--- config.mk ---
export PLATFORM = sky130hd
export DESIGN_NAME = led_burst_sequencer_flat
export DESIGN_NICKNAME = d
export VERILOG_FILES = /design/src/rtl/led_burst_sequencer_pkg.sv /design/src/rtl/led_burst_sequencer_if.sv /design/src/rtl/led_burst_sequencer_prescaler.sv /design/src/rtl/led_burst_sequencer.sv /design/src/flat_wrapper.sv
export SDC_FILE = /design/constraint.sdc
export NUM_CORES = 1
export LEC_CHECK = 0
export ABC_AREA = 1
export CAP_MARGIN = 20
export CORE_ASPECT_RATIO = 1.4
export CORE_UTILIZATION = 25
export CTS_BUF_LIST = sky130_fd_sc_hd__clkbuf_8
export CTS_CLUSTER_SIZE = 12
export DETAILED_ROUTE_END_ITERATION = 16
export GPL_ROUTABILITY_DRIVEN = 1
export HOLD_SLACK_MARGIN = 0.1
export PLACE_DENSITY = 0.43
export SYNTH_ARGS = -nofsm -noshare
export SYNTH_HDL_FRONTEND = slang
export SYNTH_SLANG_ARGS = --single-unit
--- constraint.sdc ---
create_clock -name clk -period 6.1 [get_ports clk]
set_input_delay 0.915 -clock clk [delete_from_list [all_inputs] [get_ports clk]]
set_output_delay 0.915 -clock clk [all_outputs]
set_load 0.02 [all_outputs]
--- src/rtl/led_burst_sequencer_pkg.sv ---
// Shared types and frame helpers for the LED burst sequencer.
// Pattern math is written for up to 16 LEDs.
package led_seq_pkg;

    typedef enum logic [1:0] {
        BURST,
        IMPLODE,
        FLASH,
        SWEEP
    } seq_mode_t;

    typedef enum logic {
        IDLE,
        RUN
    } state_t;

    function automatic int frames_for_mode(seq_mode_t mode, int led_w);
        int n;
        case (mode)
            BURST:   n = led_w / 2 + 3;
            IMPLODE: n = led_w / 2 + 3;
            FLASH:   n = 6;
            default: n = led_w + 1;
        endcase
        return n;
    endfunction

    // Ring k of the burst: LEDs whose distance from the centre
    // lies in [max(0,k-2), min(k,H-1)].
    function automatic logic [15:0] burst_frame(int k, int led_w);
        logic [15:0] r;
        int h;
        int lo;
        int hi;
        int d;
        h = led_w / 2;
        lo = (k > 2) ? k - 2 : 0;
        hi = (k < h - 1) ? k : h - 1;
        r = '0;
        for (int i = 0; i < 16; i++) begin
            d = (i >= h) ? i - h : h - 1 - i;
            if (i < led_w && d >= lo && d <= hi) begin
                r[i] = 1'b1;
            end
        end
        return r;
    endfunction

endpackage

--- src/rtl/led_burst_sequencer_if.sv ---
// Control/status bundle between the game FSM and the sequencer.
// The game side drives start/mode/reps, the sequencer drives led/busy/done.
interface led_burst_sequencer_if #(
    parameter int LED_W = 10,
    parameter int REP_W = 4
);
    import led_seq_pkg::*;

    logic             start;
    seq_mode_t        mode;
    logic [REP_W-1:0] reps;
    logic [LED_W-1:0] led;
    logic             busy;
    logic             done;

    modport master (
        output start,
        output mode,
        output reps,
        input  led,
        input  busy,
        input  done
    );

    modport slave (
        input  start,
        input  mode,
        input  reps,
        output led,
        output busy,
        output done
    );

endinterface

--- src/rtl/led_burst_sequencer_prescaler.sv ---
// Frame prescaler: tick is high on the last of every DIV cycles.
// clr forces the count back to zero so a new frame gets its full length.
module led_tick_prescaler #(
    parameter int DIV = 4
) (
    input  logic clk,
    input  logic rst_n,
    input  logic clr,
    output logic tick
);

    localparam int CW = (DIV > 1) ? $clog2(DIV) : 1;

    logic [CW-1:0] cnt;

    assign tick = (cnt == CW'(DIV - 1));

    always_ff @(posedge clk) begin
        if (!rst_n) begin
            cnt <= '0;
        end else if (clr || tick) begin
            cnt <= '0;
        end else begin
            cnt <= cnt + CW'(1);
        end
    end

endmodule

--- src/rtl/led_burst_sequencer.sv ---
// LED animation engine: burst/implode/flash/sweep, repeated reps+1 times.
// Define LED_SEQ_RETRIGGER_EN to let start restart a running sequence.
module led_burst_sequencer
    import led_seq_pkg::*;
#(
    parameter int LED_W    = 10,
    parameter int TICK_DIV = 25_000_000,
    parameter int REP_W    = 4
) (
    input  logic clk,
    input  logic rst_n,
    led_burst_sequencer_if.slave bus
);

    localparam int FW = $clog2(LED_W + 2);

    state_t           state;
    seq_mode_t        mode_q;
    logic [REP_W-1:0] reps_q;
    logic [REP_W-1:0] rep;
    logic [FW-1:0]    frame;
    logic [FW-1:0]    last_idx;
    logic [LED_W-1:0] led_q;
    logic             busy_q;
    logic             done_q;

    logic             tick;
    logic             accept;
    logic             last_frame;
    logic             advance;
    logic             clr;
    seq_mode_t        pat_mode;
    logic [FW-1:0]    pat_frame;
    logic [LED_W-1:0] pat;

    function automatic logic [LED_W-1:0] frame_pattern(
        seq_mode_t m,
        logic [FW-1:0] f
    );
        logic [15:0] w;
        int h;
        int fi;
        h = LED_W / 2;
        fi = int'(f);
        w = '0;
        case (m)
            BURST: begin
                if (fi <= h + 1) w = burst_frame(fi, LED_W);
            end
            IMPLODE: begin
                if (fi <= h + 1) w = burst_frame(h + 1 - fi, LED_W);
            end
            FLASH: begin
                if (fi < 6 && (fi % 2) == 0) w = 16'hFFFF;
            end
            default: begin
                if (fi < LED_W) w = 16'(1) << fi;
            end
        endcase
        return w[LED_W-1:0];
    endfunction

`ifdef LED_SEQ_RETRIGGER_EN
    assign accept = bus.start;
`else
    assign accept = bus.start && (state == IDLE);
`endif

    assign last_idx   = FW'(frames_for_mode(mode_q, LED_W) - 1);
    assign last_frame = (frame == last_idx);
    assign advance    = (state == RUN) && tick;
    assign clr        = accept || (state == IDLE);

    led_tick_prescaler #(
        .DIV (TICK_DIV)
    ) u_prescaler (
        .clk   (clk),
        .rst_n (rst_n),
        .clr   (clr),
        .tick  (tick)
    );

    // Pattern for whichever frame is about to be loaded into led_q.
    always_comb begin
        pat_mode  = accept ? bus.mode : mode_q;
        pat_frame = (accept || last_frame) ? '0 : frame + FW'(1);
        pat       = frame_pattern(pat_mode, pat_frame);
    end

    always_ff @(posedge clk) begin
        if (!rst_n) begin
            state  <= IDLE;
            mode_q <= BURST;
            reps_q <= '0;
            rep    <= '0;
            frame  <= '0;
            led_q  <= '0;
            busy_q <= 1'b0;
            done_q <= 1'b0;
        end else begin
            done_q <= 1'b0;
            if (accept) begin
                state  <= RUN;
                mode_q <= bus.mode;
                reps_q <= bus.reps;
                rep    <= '0;
                frame  <= '0;
                led_q  <= pat;
                busy_q <= 1'b1;
            end else if (advance) begin
                if (!last_frame) begin
                    frame <= frame + FW'(1);
                    led_q <= pat;
                end else if (rep < reps_q) begin
                    rep   <= rep + REP_W'(1);
                    frame <= '0;
                    led_q <= pat;
                end else begin
                    state  <= IDLE;
                    frame  <= '0;
                    led_q  <= '0;
                    busy_q <= 1'b0;
                    done_q <= 1'b1;
                end
            end
        end
    end

    assign bus.led  = led_q;
    assign bus.busy = busy_q;
    assign bus.done = done_q;

endmodule

--- src/flat_wrapper.sv ---
// flat-port wrapper written by rule: the top's interface ports become plain ports
module led_burst_sequencer_flat import led_seq_pkg::*;
#(
    parameter int LED_W    = 10,
    parameter int TICK_DIV = 25_000_000,
    parameter int REP_W    = 4
)
  (clk, rst_n, bus_start, bus_mode, bus_reps, bus_led, bus_busy, bus_done);
  led_burst_sequencer_if #(.LED_W(LED_W), .REP_W(REP_W)) bus_i ();
  input  logic clk;
  input  logic rst_n;
  input wire logic [$bits(bus_i.start)-1:0] bus_start;
  input wire logic [$bits(bus_i.mode)-1:0] bus_mode;
  input wire logic [$bits(bus_i.reps)-1:0] bus_reps;
  output wire logic [$bits(bus_i.led)-1:0] bus_led;
  output wire logic [$bits(bus_i.busy)-1:0] bus_busy;
  output wire logic [$bits(bus_i.done)-1:0] bus_done;
  assign bus_i.start = bus_start;
  assign bus_i.mode = bus_mode;
  assign bus_i.reps = bus_reps;
  assign bus_led = bus_i.led;
  assign bus_busy = bus_i.busy;
  assign bus_done = bus_i.done;
  led_burst_sequencer #(.LED_W(LED_W), .TICK_DIV(TICK_DIV), .REP_W(REP_W)) u_core (.clk(clk), .rst_n(rst_n), .bus(bus_i));
endmodule
==> results.ini, run 1 <==
[outcome]
status = finished, final reports clean

[clock_network]
htreeDepth = 2
ctsResizeCount = 0
root_buffer = clkbuf_8
insertion_delay_ns = 0.32
cts_buffers = 5
clock_sinks = 51
clk_path_buf_depth = 2
clk_pin_slew_worst_paths_ns = 0.09
cts_tree = yes
ctsHoldBuffers = 0
cts_setup_buffers = 0

[timing]
whs_ns = 0.449
slew_headroom_pct = 31.1
worst_pin_slew_ns = 1.03
period_share_pct = 75.7
fmax_mhz = 217
finClkSkew_ns = 0.0127
rsz0062_at_grt = no
hold_viol_final = 0
maxSlewViolCount = 0
layout_min_cycle_time_ns = 4.61
setup_viol = 0
fin_tns_setup_ns = 0

[synth]
async_flop_share_pct = 0
ys_warn_count = 0
synth_top_cell_by_area = dfxtp_1
syn_inst = 482
syn-cell-area_sq_um = 3370
synth_top_cells_by_area = dfxtp_1 (30%), nand2_1 (11%), ha_1 (7.4%)
avgSynthCellArea_sq_um = 7.00
syn_nets = 511
synth_edf_count = 0
ys_ff_latch = 51
synth-seq-area-share_pct = 30.3
yosysUniqueCellTypes = 41
synth_top_cell_area_share_pct = 30.3
synthFlopType = dfxtp_1

[setup_path]
cp.arrival_ns = 4.80
path_max_fanout = 19
crit_type = input pin to flop
endpoint_kind = flop
start_kind = input pin
critical_path_required_ns = 6.28

[layout]
drive_gt1_share_pct = 11.9
area_growth_pct = 15.2
antenna_cells = 0
nets = 534

[routing]
wl_met3_um = 192
drc = 0
postRouteAntennaNets = 0
met2_wirelength_um = 4180
first_pass_iters = 4
dr_total_vias = 3109
top_layer_used = met4
wl_met1_um = 3620
drt_iter0_markers = 128
wl_per_cell_um = 12.0
vias_per_cell = 4.55
wl_um = 8210

[floorplanning]
initial_utilization_pct = 26.0
rows = 49
die_h_um = 139
coreArea_sq_um = 13000
die_w_um = 100
io_pins = 21
die_area_sq_um = 14000

[grt]
antenna_found_initial = 0
grt_pass1_wl_um = 14300
overflow = 0
grt_pass1_vias = 3114
grt_max_degree = 26
grt_use_total_pct = 12.7

[place]
gp_congestion = 0.826
io_buffers = 20
dpl.hpwl_um = 6450

[run]
maxCapViolations = 0

[pwr]
peakVddDrop_mv = 0.0707
p_per_area_nw_per_um2 = 180
leakage_nw = 1.53

[hold_path]
hp-class = flop to flop

-- routing by layer --
metal | vias up | global-route usage (%)
met1 | 1439 | 14.8
met5 | - | 0
met3 | 14 | 1.86
met4 | 0 | 5.26
met2 | 31 | 22.9
li1 | 1625 | -
-- synth_stat cells (all sizes together), types with 6 or more instances --
cell	instances
a211oi	6
a21oi	32
dfxtp	51
ha	20
inv	71
nand2	110
nand3	42
nand4	9
nor2	64
nor3	14
nor3b	11
nor4	9
o21ai	17
-- layout make-up --
class                      count  area, sq um
fill                        1467         9110
multi-input combinational    355         2060
sequential                    51         1020
inverter                      72          273
tap                          178          223
timing repair buffer          20          200
clock buffer                   5         68.8
clock inverter                 2         37.5
-- worst paths after layout --
path	start	end	slack, ns	cells after the start
min	u_core.u_prescaler.cnt[0]	u_core.u_prescaler.cnt[0]	0.45	1
max reg2reg	u_core.state	u_core.bus.led[2]	2.01	24
min reg2reg	u_core.u_prescaler.cnt[0]	u_core.u_prescaler.cnt[0]	0.45	1
max	bus_start	u_core.bus.led[2]	1.49	24
-- stage by stage --
step	worst slack (ns)	total power [W]	cell area (sq um)	utilization [%]	instances
2_1_floorplan	2.32	0.000433	3370	-	482
6_report	1.49	0.000700	3890	29.9	683
4_1_cts	1.49	0.000709	3890	29.9	683
3_5_place_dp	1.16	0.000472	3780	29.1	676
3_3_place_gp	1.22	0.000473	3780	29.1	676
5_1_grt	1.08	0.000737	3890	29.9	683
-- where the power goes --
group	switching [W]	internal (W)	total, W
sequential	0.00000718	0.000343	0.000350
combinational	0.0000729	0.0000400	0.000113
clock	0.000117	0.000120	0.000237
total	0.000197	0.000503	0.000700
-- cells by family after synthesis --
group,synth area share [%]
compound gates,11.3
xor+xnor,1.82
fa+ha+maj,7.42
buf+inv,8.53
flops,30.3
mux,0.297
simple gates,40.4
-- worst max-delay path, cell delays in order --
cell	delay [ns]
clkdlybuf4s50_1	0.41
nand2_2	0.33
inv_1	0.16
nor2_4	0.25
inv_1	0.17
ha_1	0.37
inv_1	0.15
ha_1	0.20
nand3_2	0.12
nor2_1	0.20
inv_1	0.07
ha_1	0.18
inv_1	0.11
xor2_1	0.23
nand2_2	0.10
inv_4	0.11
nand2_1	0.08
inv_1	0.08
nand3_1	0.06
and3_1	0.16
nand2_1	0.10
nand3_1	0.10
nand2_1	0.09
a21oi_1	0.06
-- flip-flops by register name (all words and copies together), names as in the netlist --
signal / cells
u_core.rep: 4
u_core.frame: 4
u_core.bus.led: 10
u_core.mode_q: 2
u_core.reps_q: 4
u_core.bus.done: 1
u_core.state: 1
u_core.u_prescaler.cnt: 25
-- cell usage in the layout, fill, tap and decap left out, types with 2 or more instances in the layout --
cell and n:
xnor2_1 2, o21ai_0 13, o21ai_2 2, xor2_1 5, nor3b_1 11, nand3_1 35
nand2_1 97, nor2_1 50, a21oi_1 26, nor2_4 4, ha_1 20, nand3_2 3
a31oi_1 4, inv_1 65, dfxtp_1 51, nand2_8 2, clkbuf_8 5, nand4_1 9
clkdlybuf4s50_1 20, nor2_2 10, a211oi_1 5, a21oi_2 6, nor3_1 13, and3_1 2
o21ai_1 2, nand2_2 10, nor4_1 8, nand3_4 4, or2_2 2, inv_2 5
(Power assumes the default switching activity.)
==> run 2: changes to the inputs <==
Clock period 6.1 ns to 4.7 ns, I/O delays scaled along.
==> run 2 against run 1 <==
Against the previous run:
- first-iteration DRC count fell by 33%
- count of clock-buffer cells in the layout did not move
- via count shrank 0.58%
- highest routed layer is now met5
- critical path type unchanged
==> results.ini, run 2 (synthesized netlist as in run 1, its figures left out) <==
[timing]
layout_min_cycle_time_ns = 4.13
whs_ns = 0.457
period_share_pct = 87.9
slew_headroom_pct = 31.4
worst_pin_slew_ns = 1.03
fin_tns_setup_ns = 0
maxSlewViolCount = 0
finClkSkew_ns = 0.0122
rsz0062_at_grt = no
setup_viol = 0
fmax_mhz = 242
hold_viol_final = 0

[grt]
overflow = 0
grt_pass1_vias = 3085
grt_pass1_wl_um = 14100
grt_use_total_pct = 12.6
antenna_found_initial = 1
grt_max_degree = 26

[setup_path]
endpoint_kind = flop
cp.arrival_ns = 4.32
crit_type = input pin to flop
cp_common_cell = inv_1
critical_path_required_ns = 4.89
start_kind = input pin
cp_top_family = simple AND/OR/NAND/NOR gates
path_max_fanout = 9
cp.buffers_inverters = 8
crit_path_max_incr_delay_ns = 0.44
cpMaxStageDelayCell = clkdlybuf4s50_1
crit_chain = clkdlybuf4s50_1, nand2_2, inv_1, nor2_4, inv_1, ha_1, inv_1, ha_1, nand3_2, nor2_1, inv_1, ha_1, inv_1, xor2_1, nand2_2, inv_4, nand2_1, inv_1, nand3_1, and3_1, nand2_1, nand3_1, nand2_1, a21oi_1

[clock_network]
clk_path_buf_depth = 2
ctsHoldBuffers = 0
ctsResizeCount = 0
cts_setup_buffers = 0
insertion_delay_ns = 0.32
htreeDepth = 2
clock_sinks = 51
root_buffer = clkbuf_8
cts_buffers = 5
cts_tree = yes
clk_pin_slew_worst_paths_ns = 0.11

[floorplanning]
die_w_um = 100
die_area_sq_um = 14000
io_pins = 21
die_h_um = 139
rows = 49
initial_utilization_pct = 26.0
coreArea_sq_um = 13000

[pwr]
p_per_area_nw_per_um2 = 236
leakage_nw = 1.54
peakVddDrop_mv = 0.102

[place]
gp_congestion = 0.790
dpl.hpwl_um = 6520
io_buffers = 20
post_dp_cell_area_sq_um = 3800

[layout]
nets = 536
antenna_cells = 0
largest_register_ffs = 25
layout_commonest_cell = nand2_1
drive_gt1_share_pct = 12.4
design_area_sq_um = 3910
most-common-layout-cells = nand2_1 (97), inv_1 (65), dfxtp_1 (51)
area_growth_pct = 15.9
largest_register = u_core.u_prescaler.cnt

[routing]
dr_total_vias = 3091
drt_iter0_markers = 86
postRouteAntennaNets = 0
first_pass_iters = 4
drc = 0
vias_per_cell = 4.51
wl_um = 8210
wl_per_cell_um = 12.0

[hold_path]
hp-class = flop to flop

[run]
maxCapViolations = 0

[outcome]
status = finished, final reports clean

[run 2: cell types whose count changed in the layout (fill, tap and decap cells not counted)]
| cell | delta |
|---|---|
| buf_4 | +2 |
| inv_6 | +1 |
[run 2: final timing paths]
check / startpoint / to / slack [ns] / depth (start not counted)
worst max-delay path: bus_start / u_core.bus.led[2] / 0.57 / 24
worst min-delay path: u_core.u_prescaler.cnt[0] / u_core.u_prescaler.cnt[0] / 0.46 / 1
worst max register to register: u_core.mode_q[0] / u_core.bus.led[2] / 0.75 / 28
worst min register to register: u_core.u_prescaler.cnt[0] / u_core.u_prescaler.cnt[0] / 0.46 / 1
[run 2: power breakdown]
group / internal (W) / leakage (nW) / switching [W]
Sequential: 0.000445 / 0.413 / 0.00000908
Clock: 0.000161 / 0.0548 / 0.000159
Combinational: 0.0000539 / 1.07 / 0.0000952
Total: 0.000660 / 1.54 / 0.000263
[run 2: per-layer routing]
| metal | up-vias | wire, um | global-route usage (%) |
|---|---|---|---|
| li1 | 1624 | - | - |
| met1 | 1421 | 3520 | 14.1 |
| met2 | 31 | 4280 | 23.1 |
| met3 | 13 | 230 | 2.31 |
| met4 | 2 | 166 | 4.81 |
| met5 | - | 9 | 0 |
[run 2: layout make-up]
type / instances / area (sq um)
Timing Repair Buffer: 22 / 215
Multi-Input combinational cell: 355 / 2060
Inverter: 72 / 273
Tap cell: 178 / 223
Clock buffer: 5 / 68.8
Fill cell: 1476 / 9090
Sequential cell: 51 / 1020
Clock inverter: 3 / 46.3
[run 2: per-stage QoR]
stage | setup slack (ns) | power, W | std cells | util [%]
floorplan | 1.13 | 0.000562 | 482 | -
global placement | 0.244 | 0.000616 | 678 | 29.2
detailed placement | 0.203 | 0.000616 | 678 | 29.2
CTS | 0.534 | 0.000940 | 686 | 30.1
global route | 0.0485 | 0.000977 | 686 | 30.1
finish | 0.567 | 0.000923 | 686 | 30.1
